File: config.mk
export PLATFORM = sky130hd
export DESIGN_NAME = trace_cmd_scheduler_flat
export DESIGN_NICKNAME = d
export VERILOG_FILES = /design/src/rtl/trace_cmd_scheduler_if.sv /design/src/rtl/trace_cmd_scheduler.sv /design/src/flat_wrapper.sv
export SDC_FILE = /design/constraint.sdc
export NUM_CORES = 1
export LEC_CHECK = 0
export CORE_MARGIN = 3
export CORE_UTILIZATION = 58
export CTS_BUF_LIST = sky130_fd_sc_hd__clkbuf_16
export DETAILED_ROUTE_END_ITERATION = 10
export GPL_TIMING_DRIVEN = 0
export PLACE_DENSITY = 0.84
export SLEW_MARGIN = 10
export SYNTH_ARGS = -nofsm -noshare
export SYNTH_HDL_FRONTEND = slang
export SYNTH_SLANG_ARGS = --single-unit
File: constraint.sdc
create_clock -name clk -period 11.05 [get_ports clk]
set_input_delay 1.105 -clock clk [delete_from_list [all_inputs] [get_ports clk]]
set_output_delay 1.105 -clock clk [all_outputs]
set_load 0.05 [all_outputs]
File: src/rtl/trace_cmd_scheduler_if.sv
`default_nettype none
// ---------------------------------------------------------------------------
// trace_cmd_scheduler_if : trace command intake and L2 request/completion bus
// Revision 1.0
// ---------------------------------------------------------------------------
interface trace_cmd_scheduler_if #(
  parameter int ADDR_W = 32
) ();
  logic              cmd_valid;
  logic [3:0]        cmd_code;
  logic [ADDR_W-1:0] cmd_addr;
  logic              cmd_ready;
  logic              l2_req_valid;
  logic [3:0]        l2_req_op;
  logic [ADDR_W-1:0] l2_req_addr;
  logic              l2_req_ready;
  logic              l2_done;

  // master: the scheduler; slave: trace reader plus L2 controller
  modport master (
    input  cmd_valid, cmd_code, cmd_addr, l2_req_ready, l2_done,
    output cmd_ready, l2_req_valid, l2_req_op, l2_req_addr
  );

  modport slave (
    output cmd_valid, cmd_code, cmd_addr, l2_req_ready, l2_done,
    input  cmd_ready, l2_req_valid, l2_req_op, l2_req_addr
  );
endinterface
`default_nettype wire

File: src/rtl/trace_cmd_scheduler.sv
`default_nettype none
// ---------------------------------------------------------------------------
// trace_cmd_scheduler : queues L1/snoop trace commands and issues them to L2
// one at a time with snoop priority, starvation guard and barriers.
// Revision 1.0
// ---------------------------------------------------------------------------
module trace_cmd_scheduler #(
  parameter int ADDR_W      = 32,
  parameter int QDEPTH      = 4,
  parameter int SNOOP_BURST = 3
) (
  input  logic                 clk,
  input  logic                 reset,
  trace_cmd_scheduler_if.master bus,
  output logic                 busy,
  output logic [15:0]          issued_count,
  output logic [7:0]           dropped_count
);
  localparam int AW = $clog2(QDEPTH);
  localparam int PW = AW + 1;
  localparam int SW = $clog2(SNOOP_BURST + 1);

  typedef enum logic [1:0] {
    IDLE  = 2'd0,
    ISSUE = 2'd1,
    WAIT  = 2'd2
  } state_t;

  state_t state, state_nxt;

  // Index 0 is the L1 request queue, index 1 the snoop queue.
  logic [1:0]             q_empty;
  logic [1:0]             q_full;
  logic [1:0]             q_enq;
  logic [1:0]             q_deq;
  logic [1:0][3:0]        head_op;
  logic [1:0][ADDR_W-1:0] head_addr;

  logic              is_l1, is_snp, is_bar, is_ill;
  logic              ready, accept;
  logic              barrier_pend;
  logic [3:0]        barrier_code;
  logic [SW-1:0]     streak;
  logic [3:0]        cur_op;
  logic [ADDR_W-1:0] cur_addr;
  logic              cur_bar;
  logic              sel_bar, sel_l1, sel_snp;

  always_comb begin
    is_l1  = 1'b0;
    is_snp = 1'b0;
    is_bar = 1'b0;
    is_ill = 1'b0;
    ready  = 1'b1;
    case (bus.cmd_code)
      4'd0, 4'd1, 4'd2: begin
        is_l1 = 1'b1;
        ready = !q_full[0] && !barrier_pend;
      end
      4'd3, 4'd4, 4'd5, 4'd6: begin
        is_snp = 1'b1;
        ready  = !q_full[1] && !barrier_pend;
      end
      4'd8, 4'd9: begin
        is_bar = 1'b1;
        ready  = !barrier_pend;
      end
      default: begin
        is_ill = 1'b1;
        ready  = 1'b1;
      end
    endcase
  end

  assign accept        = bus.cmd_valid && ready;
  assign bus.cmd_ready = ready;
  assign q_enq         = {accept && is_snp, accept && is_l1};
  assign q_deq         = {sel_snp, sel_l1};

  for (genvar q = 0; q < 2; q++) begin : g_queue
    logic [PW-1:0]     head;
    logic [PW-1:0]     tail;
    logic [3:0]        op_mem   [QDEPTH];
    logic [ADDR_W-1:0] addr_mem [QDEPTH];

    assign q_empty[q]   = (head == tail);
    assign q_full[q]    = (head[AW] != tail[AW]) && (head[AW-1:0] == tail[AW-1:0]);
    assign head_op[q]   = op_mem[head[AW-1:0]];
    assign head_addr[q] = addr_mem[head[AW-1:0]];

    always_ff @(posedge clk) begin
      if (reset) begin
        head <= '0;
        tail <= '0;
      end else begin
        if (q_enq[q]) tail <= tail + PW'(1);
        if (q_deq[q]) head <= head + PW'(1);
      end
    end

    always_ff @(posedge clk) begin
      if (q_enq[q]) begin
        op_mem[tail[AW-1:0]]   <= bus.cmd_code;
        addr_mem[tail[AW-1:0]] <= bus.cmd_addr;
      end
    end
  end

  // Selection only looks at registered queue state, so a command enqueued
  // on the same edge as a dequeue waits one more cycle to be seen.
  always_comb begin
    state_nxt = state;
    sel_bar   = 1'b0;
    sel_l1    = 1'b0;
    sel_snp   = 1'b0;
    case (state)
      IDLE: begin
        if (barrier_pend && (q_empty == 2'b11)) begin
          sel_bar = 1'b1;
        end else if (!q_empty[0] && (streak == SW'(SNOOP_BURST))) begin
          sel_l1 = 1'b1;
        end else if (!q_empty[1]) begin
          sel_snp = 1'b1;
        end else if (!q_empty[0]) begin
          sel_l1 = 1'b1;
        end
        if (sel_bar || sel_l1 || sel_snp) state_nxt = ISSUE;
      end
      ISSUE: begin
        if (bus.l2_req_ready) state_nxt = WAIT;
      end
      WAIT: begin
        if (bus.l2_done) state_nxt = IDLE;
      end
      default: state_nxt = IDLE;
    endcase
  end

  always_ff @(posedge clk) begin
    if (reset) begin
      state         <= IDLE;
      cur_op        <= '0;
      cur_addr      <= '0;
      cur_bar       <= 1'b0;
      streak        <= '0;
      barrier_pend  <= 1'b0;
      barrier_code  <= '0;
      issued_count  <= '0;
      dropped_count <= '0;
    end else begin
      state <= state_nxt;

      if (sel_bar) begin
        cur_op   <= barrier_code;
        cur_addr <= '0;
        cur_bar  <= 1'b1;
      end else if (sel_l1) begin
        cur_op   <= head_op[0];
        cur_addr <= head_addr[0];
        cur_bar  <= 1'b0;
      end else if (sel_snp) begin
        cur_op   <= head_op[1];
        cur_addr <= head_addr[1];
        cur_bar  <= 1'b0;
      end

      // Streak only grows while an L1 request is actually being passed over.
      if (sel_snp) begin
        streak <= q_empty[0] ? '0 : streak + SW'(1);
      end else if (sel_l1 || sel_bar) begin
        streak <= '0;
      end

      if ((state == ISSUE) && bus.l2_req_ready) issued_count <= issued_count + 16'd1;

      if ((state == WAIT) && bus.l2_done && cur_bar) begin
        barrier_pend <= 1'b0;
      end else if (accept && is_bar) begin
        barrier_pend <= 1'b1;
        barrier_code <= bus.cmd_code;
      end

      if (accept && is_ill && (dropped_count != 8'hFF)) dropped_count <= dropped_count + 8'd1;
    end
  end

  assign bus.l2_req_valid = (state == ISSUE);
  assign bus.l2_req_op    = cur_op;
  assign bus.l2_req_addr  = cur_addr;
  assign busy             = (q_empty != 2'b11) || barrier_pend || (state != IDLE);

endmodule
`default_nettype wire

File: src/flat_wrapper.sv
// flat-port wrapper written by rule: the top's interface ports become plain ports
module trace_cmd_scheduler_flat 
#(
  parameter int ADDR_W      = 32,
  parameter int QDEPTH      = 4,
  parameter int SNOOP_BURST = 3
)
  (clk, reset, busy, issued_count, dropped_count, bus_cmd_valid, bus_cmd_code, bus_cmd_addr, bus_l2_req_ready, bus_l2_done, bus_cmd_ready, bus_l2_req_valid, bus_l2_req_op, bus_l2_req_addr);
  trace_cmd_scheduler_if #(.ADDR_W(ADDR_W)) bus_i ();
  input  logic clk;
  input  logic reset;
  output logic busy;
  output logic [15:0] issued_count;
  output logic [7:0] dropped_count;
  input wire logic [$bits(bus_i.cmd_valid)-1:0] bus_cmd_valid;
  input wire logic [$bits(bus_i.cmd_code)-1:0] bus_cmd_code;
  input wire logic [$bits(bus_i.cmd_addr)-1:0] bus_cmd_addr;
  input wire logic [$bits(bus_i.l2_req_ready)-1:0] bus_l2_req_ready;
  input wire logic [$bits(bus_i.l2_done)-1:0] bus_l2_done;
  output wire logic [$bits(bus_i.cmd_ready)-1:0] bus_cmd_ready;
  output wire logic [$bits(bus_i.l2_req_valid)-1:0] bus_l2_req_valid;
  output wire logic [$bits(bus_i.l2_req_op)-1:0] bus_l2_req_op;
  output wire logic [$bits(bus_i.l2_req_addr)-1:0] bus_l2_req_addr;
  assign bus_i.cmd_valid = bus_cmd_valid;
  assign bus_i.cmd_code = bus_cmd_code;
  assign bus_i.cmd_addr = bus_cmd_addr;
  assign bus_i.l2_req_ready = bus_l2_req_ready;
  assign bus_i.l2_done = bus_l2_done;
  assign bus_cmd_ready = bus_i.cmd_ready;
  assign bus_l2_req_valid = bus_i.l2_req_valid;
  assign bus_l2_req_op = bus_i.l2_req_op;
  assign bus_l2_req_addr = bus_i.l2_req_addr;
  trace_cmd_scheduler #(.ADDR_W(ADDR_W), .QDEPTH(QDEPTH), .SNOOP_BURST(SNOOP_BURST)) u_core (.clk(clk), .reset(reset), .bus(bus_i), .busy(busy), .issued_count(issued_count), .dropped_count(dropped_count));
endmodule
-- Word-level counts from Yosys, hierarchy flattened
Memories as Yosys holds them, arrays and structs flattened. A register that Yosys moved wholly into a read port is not among the register bits.
Cells that the tools add are included.
- mux-type cells: 46
- bitwise operators: 1
- reduce and logical (&&, ||, !) cells: 38
- add/sub/neg operators: 7
- eq/ne operators: 23
- operators by type and width (kind ; number):
    two-way mux 32 bit ; 2
    two-way mux 2 bit ; 14
    two-way mux 1 bit ; 25
    adder 16 x 1 -> 16 bit, second input constant ; 1
    logical AND 1 bit ; 15
    adder 3 x 1 -> 3 bit, second input constant ; 4
    == test 4 x 3 -> 1 bit, second input constant ; 3
    two-way mux 4 bit ; 3
    OR reduction 9 bit ; 1
    adder 8 x 1 -> 8 bit, second input constant ; 1
    == test 4 x 2 -> 1 bit, second input constant ; 2
    == test 4 bit, second input constant ; 2
    inequality test 8 bit, second input constant ; 1
    == test 2 bit, second input constant ; 3
    == test 3 bit ; 2
    inequality test 2 bit, second input constant ; 3
    one-hot mux 2 bit (3 select lines) ; 1
    nonzero test 2 bit ; 3
    OR reduction 2 bit ; 3
    logical OR 1 bit ; 5
    == test 2 bit ; 2
    == test 4 x 1 -> 1 bit, second input constant ; 1
    zero test 1 bit ; 4
    zero test 4 bit ; 1
    12 further kinds ; 13
- register bits: 82
- memories kept: 4
- input bits: 41
- RAM bits: 288
- memory list (name ; words ; width ; rd ports ; clocked after memory_dff ; write ports ; line ; RTL):
    u_core.g_queue[0].addr_mem ; 4 ; 32 ; 1 ; 1 ; 1 ; trace_cmd_scheduler.sv:84 ; logic [ADDR_W-1:0] addr_mem [QDEPTH];
    u_core.g_queue[1].addr_mem ; 4 ; 32 ; 1 ; 1 ; 1 ; trace_cmd_scheduler.sv:84 ;
    u_core.g_queue[0].op_mem ; 4 ; 4 ; 1 ; 1 ; 1 ; trace_cmd_scheduler.sv:83 ; logic [3:0] op_mem [QDEPTH];
    u_core.g_queue[1].op_mem ; 4 ; 4 ; 1 ; 1 ; 1 ; trace_cmd_scheduler.sv:83 ;

-- Depth between registers and ports, before layout
- word-level depth: 10
- depth in mapped cells: 8
- depth with buffers taken out: 5

-- Least setup slack after synthesis
OpenSTA, ideal clock, no wires.
- path kind: input to register
- start: input bus_cmd_code[1]
- end: memory u_core.g_queue[1].addr_mem[3][0] (enable)
- setup slack: 6.707 ns
- arrival time: 3.889 ns
- stages: 3
- setup time: 0.454 ns
- path buffers: 0
- cells stage by stage: or3b_1 -> and4b_1 -> nor4b_2
- word-level cells in the longest chain between the ends: 7
- elaborated cells on any way between the ends: 18
- those cells by class: eq/ne: 8; mux: 4; reduce/logical: 6
- ends and longest elaborated chain (element ; line ; RTL):
    start, declared ; flat_wrapper.sv:16 ; input wire logic [$bits(bus_i.cmd_code)-1:0] bus_cmd_code;
    == test 4 x 2 -> 1 bit, or another cell as far along ; trace_cmd_scheduler.sv:55 ; case (bus.cmd_code)
    OR reduction 4 bit, or another cell as far along ; trace_cmd_scheduler.sv:55 ;
    one-hot mux 1 bit (3 select lines) ; trace_cmd_scheduler.sv:55 ;
    logical AND 1 bit ; trace_cmd_scheduler.sv:75 ; assign accept = bus.cmd_valid && ready;
    logical AND 1 bit (*) ; trace_cmd_scheduler.sv:77 ; assign q_enq = {accept && is_snp, accept && is_l1};
    two-way mux 1 bit (*) ; trace_cmd_scheduler.sv:102 ; if (q_enq[q]) begin
    two-way mux 1 bit (not written as such) (*) ; trace_cmd_scheduler.sv:104 ; addr_mem[tail[AW-1:0]] <= bus.cmd_addr;
    end, declared ; trace_cmd_scheduler.sv:84 ;
Mark *: on every way between the ends. The rest lies on a longest branch, timed or not.

-- Worst setup path after layout
- start: input bus_cmd_code[2]
- end: output bus_cmd_ready
- word-level cells in the longest chain between the ends: 3
- elaborated cells on any way between the ends: 13
- those cells by class: eq/ne: 8; mux: 1; reduce/logical: 4
- ends and longest elaborated chain (element ; line ; RTL):
    == test 4 x 2 -> 1 bit, or another cell as far along ; trace_cmd_scheduler.sv:55 ;
    OR reduction 4 bit, or another cell as far along ; trace_cmd_scheduler.sv:55 ;
    one-hot mux 1 bit (3 select lines) (*) ; trace_cmd_scheduler.sv:55 ;
    end, declared ; flat_wrapper.sv:20 ; output wire logic [$bits(bus_i.cmd_ready)-1:0] bus_cmd_ready;
Marks and branches as above.

==> impl_metrics.csv <==
group,metric,value,unit
drt,antenna_left,0,
setup_path,worstSetupEndpointType,"primary output",
worst_hold_path,hp-class,"reg2reg",
layout,syn2layout_area_growth,18.79,%
synth,yosysTopAreaCell,"edfxtp_1",
power,p_leak,5.786,nW
layout,fillCellCount,1520,
sta,period_needed,5.065,ns
synth,syn_nets,875,
synth,syn_avg_cell_area,17.62,sq um
synth,synthArstFlopShare,0,%
synth,ys.flop_type,"edfxtp_1",
cts,post_cts_resized,0,
synth,yosys_warnings,0,
global_routing,grt_overflow,0,
setup_path,start_kind,"primary input",
sta,period_share,45.84,%
synth,netlist_top_cells_count,"edfxtp_1, dfxtp_1, nor2_1",
cts,cts-root-buf,"clkbuf_16",
run,max-cap-violations,0,
floorplanning,dieWidth,163.9,um
setup_path,worst_r2r_endpoint,"u_core.g_queue[0].addr_mem[1][15]",
sta,fin_ws,5.985,ns
setup_path,required,9.95,ns
layout,stdcell_count,1325,
sta,relSlewSlack,45.58,%
setup_path,ff2ff_path_depth,5,
drt,drtPass1Iterations,5,
synth,synth.cell_area,14470,sq um
synth,syn-instance-count,821,
cts,h-tree-depth,2,
cts,path_clk_slew,0.06,ns
layout,fin_area,17190,sq um
layout,nets,1027,
synth,yosysTopAreaCellShare,59.77,%
sta,fmax,197.4,MHz
layout,drive_above_1_share,17.20,%
setup_path,reg2reg_from,"u_core.g_queue[1].tail[0]",
sta,slew_violations,0,
global_routing,grt_usage,23.93,%
setup_path,crit_arrival,3.96,ns
setup_path,crit_path_cell_trace,"clkdlybuf4s50_1, or3b_1, and4b_1, mux2_2, o21ai_0, clkdlybuf4s50_1",
floorplanning,num_rows,57,
cts,cts_tree,"yes",
floorplanning,io_pins,104,
setup_path,path_max_fanout,16,
placed_design,dpl.hpwl,19060,um
sta,tightest_slew,0.8163,ns
placed_design,place_inst,1259,
synth,synth_edf_count,288,
floorplanning,coreArea,24390,sq um
synth,synth_seq_cells,374,
sta,finalClockSkew,0.01812,ns
cts,cts_sinks,374,
drt,drt-wirelength-per-cell,23.56,um
floorplanning,dieArea,26880,sq um
placed_design,placed_area,16120,sq um
drt,viasPerCell,6.081,
global_routing,antenna_found_initial,1,
cts,hold_buffers,0,
floorplanning,die_h,163.9,um
synth,ys_types,53,
drt,drt_iter0_markers,752,
setup_path,crit_top_cell,"clkdlybuf4s50_1",
synth,yosys-top-cells-area,"edfxtp_1, dfxtp_1, mux4_2",
cts,numCtsBuffers,36,
setup_path,crit_start,"bus_cmd_code[2]",
global_routing,grt_pass1_vias,8281,
cts,clk_latency,0.53,ns
setup_path,max_stage_delay,0.85,ns
placed_design,preCtsSetupSlack,5.988,ns
drt,vias,8057,
drt,wirelength,31220,um
global_routing,grt_first_pass_wirelength,47990,um
placed_design,routabilityCongestion,0.8152,
setup_path,crit_path_end,"bus_cmd_ready",
cts,postCtsSetupBuffers,0,
power,powerDensity,212.0,nW/um^2
setup_path,r2r_slack,8.53,ns
sta,rsz0062_at_grt,"no",
drt,drc,0,
power,ir_drop,0.1300,mV
synth,yosysSeqAreaShare,71.67,%
sta,finalSetupTns,0,ns
floorplanning,initial_core_util,59.32,%
synth,synth_most_common_cell,"edfxtp_1",
sta,setup_viol,0,
setup_path,cp_slowest_cell,"clkdlybuf4s50_1",
global_routing,grt_max_degree,27,
sta,hold_violations,0,
cts,clk_path_buf_depth,3,
placed_design,portBuffers,103,
setup_path,crit_type,"in2out",
status,status,"complete, no violations",
[registers in the layout, indices dropped and copies added (netlist names), named ones only]
name / count
u_core.g_queue.addr_mem: 256
u_core.bus.l2_req_addr: 32
u_core.issued_count: 16
u_core.streak: 2
u_core.g_queue.op_mem: 32
u_core.g_queue.head: 6
u_core.g_queue.tail: 6
u_core.bus.l2_req_op: 4
u_core.dropped_count: 8
u_core.cur_bar: 1
u_core.state: 2
u_core.barrier_code: 4
u_core.barrier_pend: 1
[through the flow]
stage,power (W),util [%],hold slack (ns)
3_5_place_dp,0.002546,66.10,0.4500
3_3_place_gp,0.002516,65.21,0.4474
4_1_cts,0.003663,70.46,0.4586
2_1_floorplan,0.002274,-,0.4302
5_1_grt,0.003778,70.47,0.4803
6_report,0.003644,70.47,0.4588
[cells in the final DEF (no fill, tap or decap), drive strengths merged, types with 14 or more instances in the layout]
| cell type | Yosys | final |
|---|---|---|
| dfxtp | 86 | 86 |
| nand2 | 19 | 19 |
| clkdlybuf4s50 | 0 | 103 |
| a21oi | 17 | 17 |
| mux2i | 37 | 37 |
| clkbuf | 18 | 54 |
| a211oi | 32 | 32 |
| buf | 23 | 34 |
| inv | 6 | 19 |
| nor2 | 73 | 73 |
| xor2 | 14 | 14 |
| edfxtp | 288 | 288 |
| clkinv | 0 | 15 |
| mux4 | 72 | 72 |
[layout make-up]
cell class	instances	area (sq um)	share of cell area, %
diodes	1	2.502	0.01456
plain buffers	41	214.0	1.245
clock buffers	36	900.9	5.241
clock inverters	29	161.4	0.9391
inverters	6	22.52	0.1310
multi-input cells	400	3880	22.57
flip-flops and latches	374	10370	60.33
well taps	324	405.4	2.359
repair buffers	114	1231	7.163
[worst min path at each step]
stage / cells after the start / slack (ns) / to / from
after floorplan: 1 / 0.43 / u_core.barrier_code[1] / u_core.barrier_code[1]
after global placement: 2 / 0.45 / u_core.streak[1] / u_core.streak[1]
after detailed placement: 2 / 0.45 / u_core.streak[1] / u_core.streak[1]
after CTS: 2 / 0.46 / u_core.streak[1] / u_core.streak[1]
after global routing: 1 / 0.48 / u_core.barrier_code[2] / u_core.barrier_code[2]
final: 2 / 0.46 / u_core.streak[1] / u_core.streak[1]
[critical path, delay by kind of cell]
kind / cells / cell delay (ns)
AO/OA/AOI/OAI: 1 / 0.18
AND/OR/NAND/NOR: 2 / 0.78
buffers and inverters: 2 / 1.56
multiplexers: 1 / 0.33
[cell families after synthesis]
kind of cell	share of synthesized area (%)
adders and majority gates	1.124
DFF	71.67
and+or+nand+nor	5.880
buffers and inverters	1.634
muxes	13.92
xor gates and xnor gates	1.634
AOI/OAI and AO/OA	4.133
[metal layers]
metal | vias up | global-route usage [%] | part of all wire (%)
met2 | 357 | 41.17 | 53
met1 | 4091 | 30.72 | 37
met4 | 0 | 9.035 | 2.6
met5 | - | 0 | 0
met3 | 68 | 4.237 | 7.4
li1 | 3541 | - | -
[report_power, final]
part	switching, W	total, W	internal [W]
registers	0.0000363	0.00161	0.00157
logic	0.000553	0.000915	0.000361
clock network	0.000502	0.00112	0.000617
total	0.00109	0.00364	0.00255
Power figures use the tool's default switching activity.
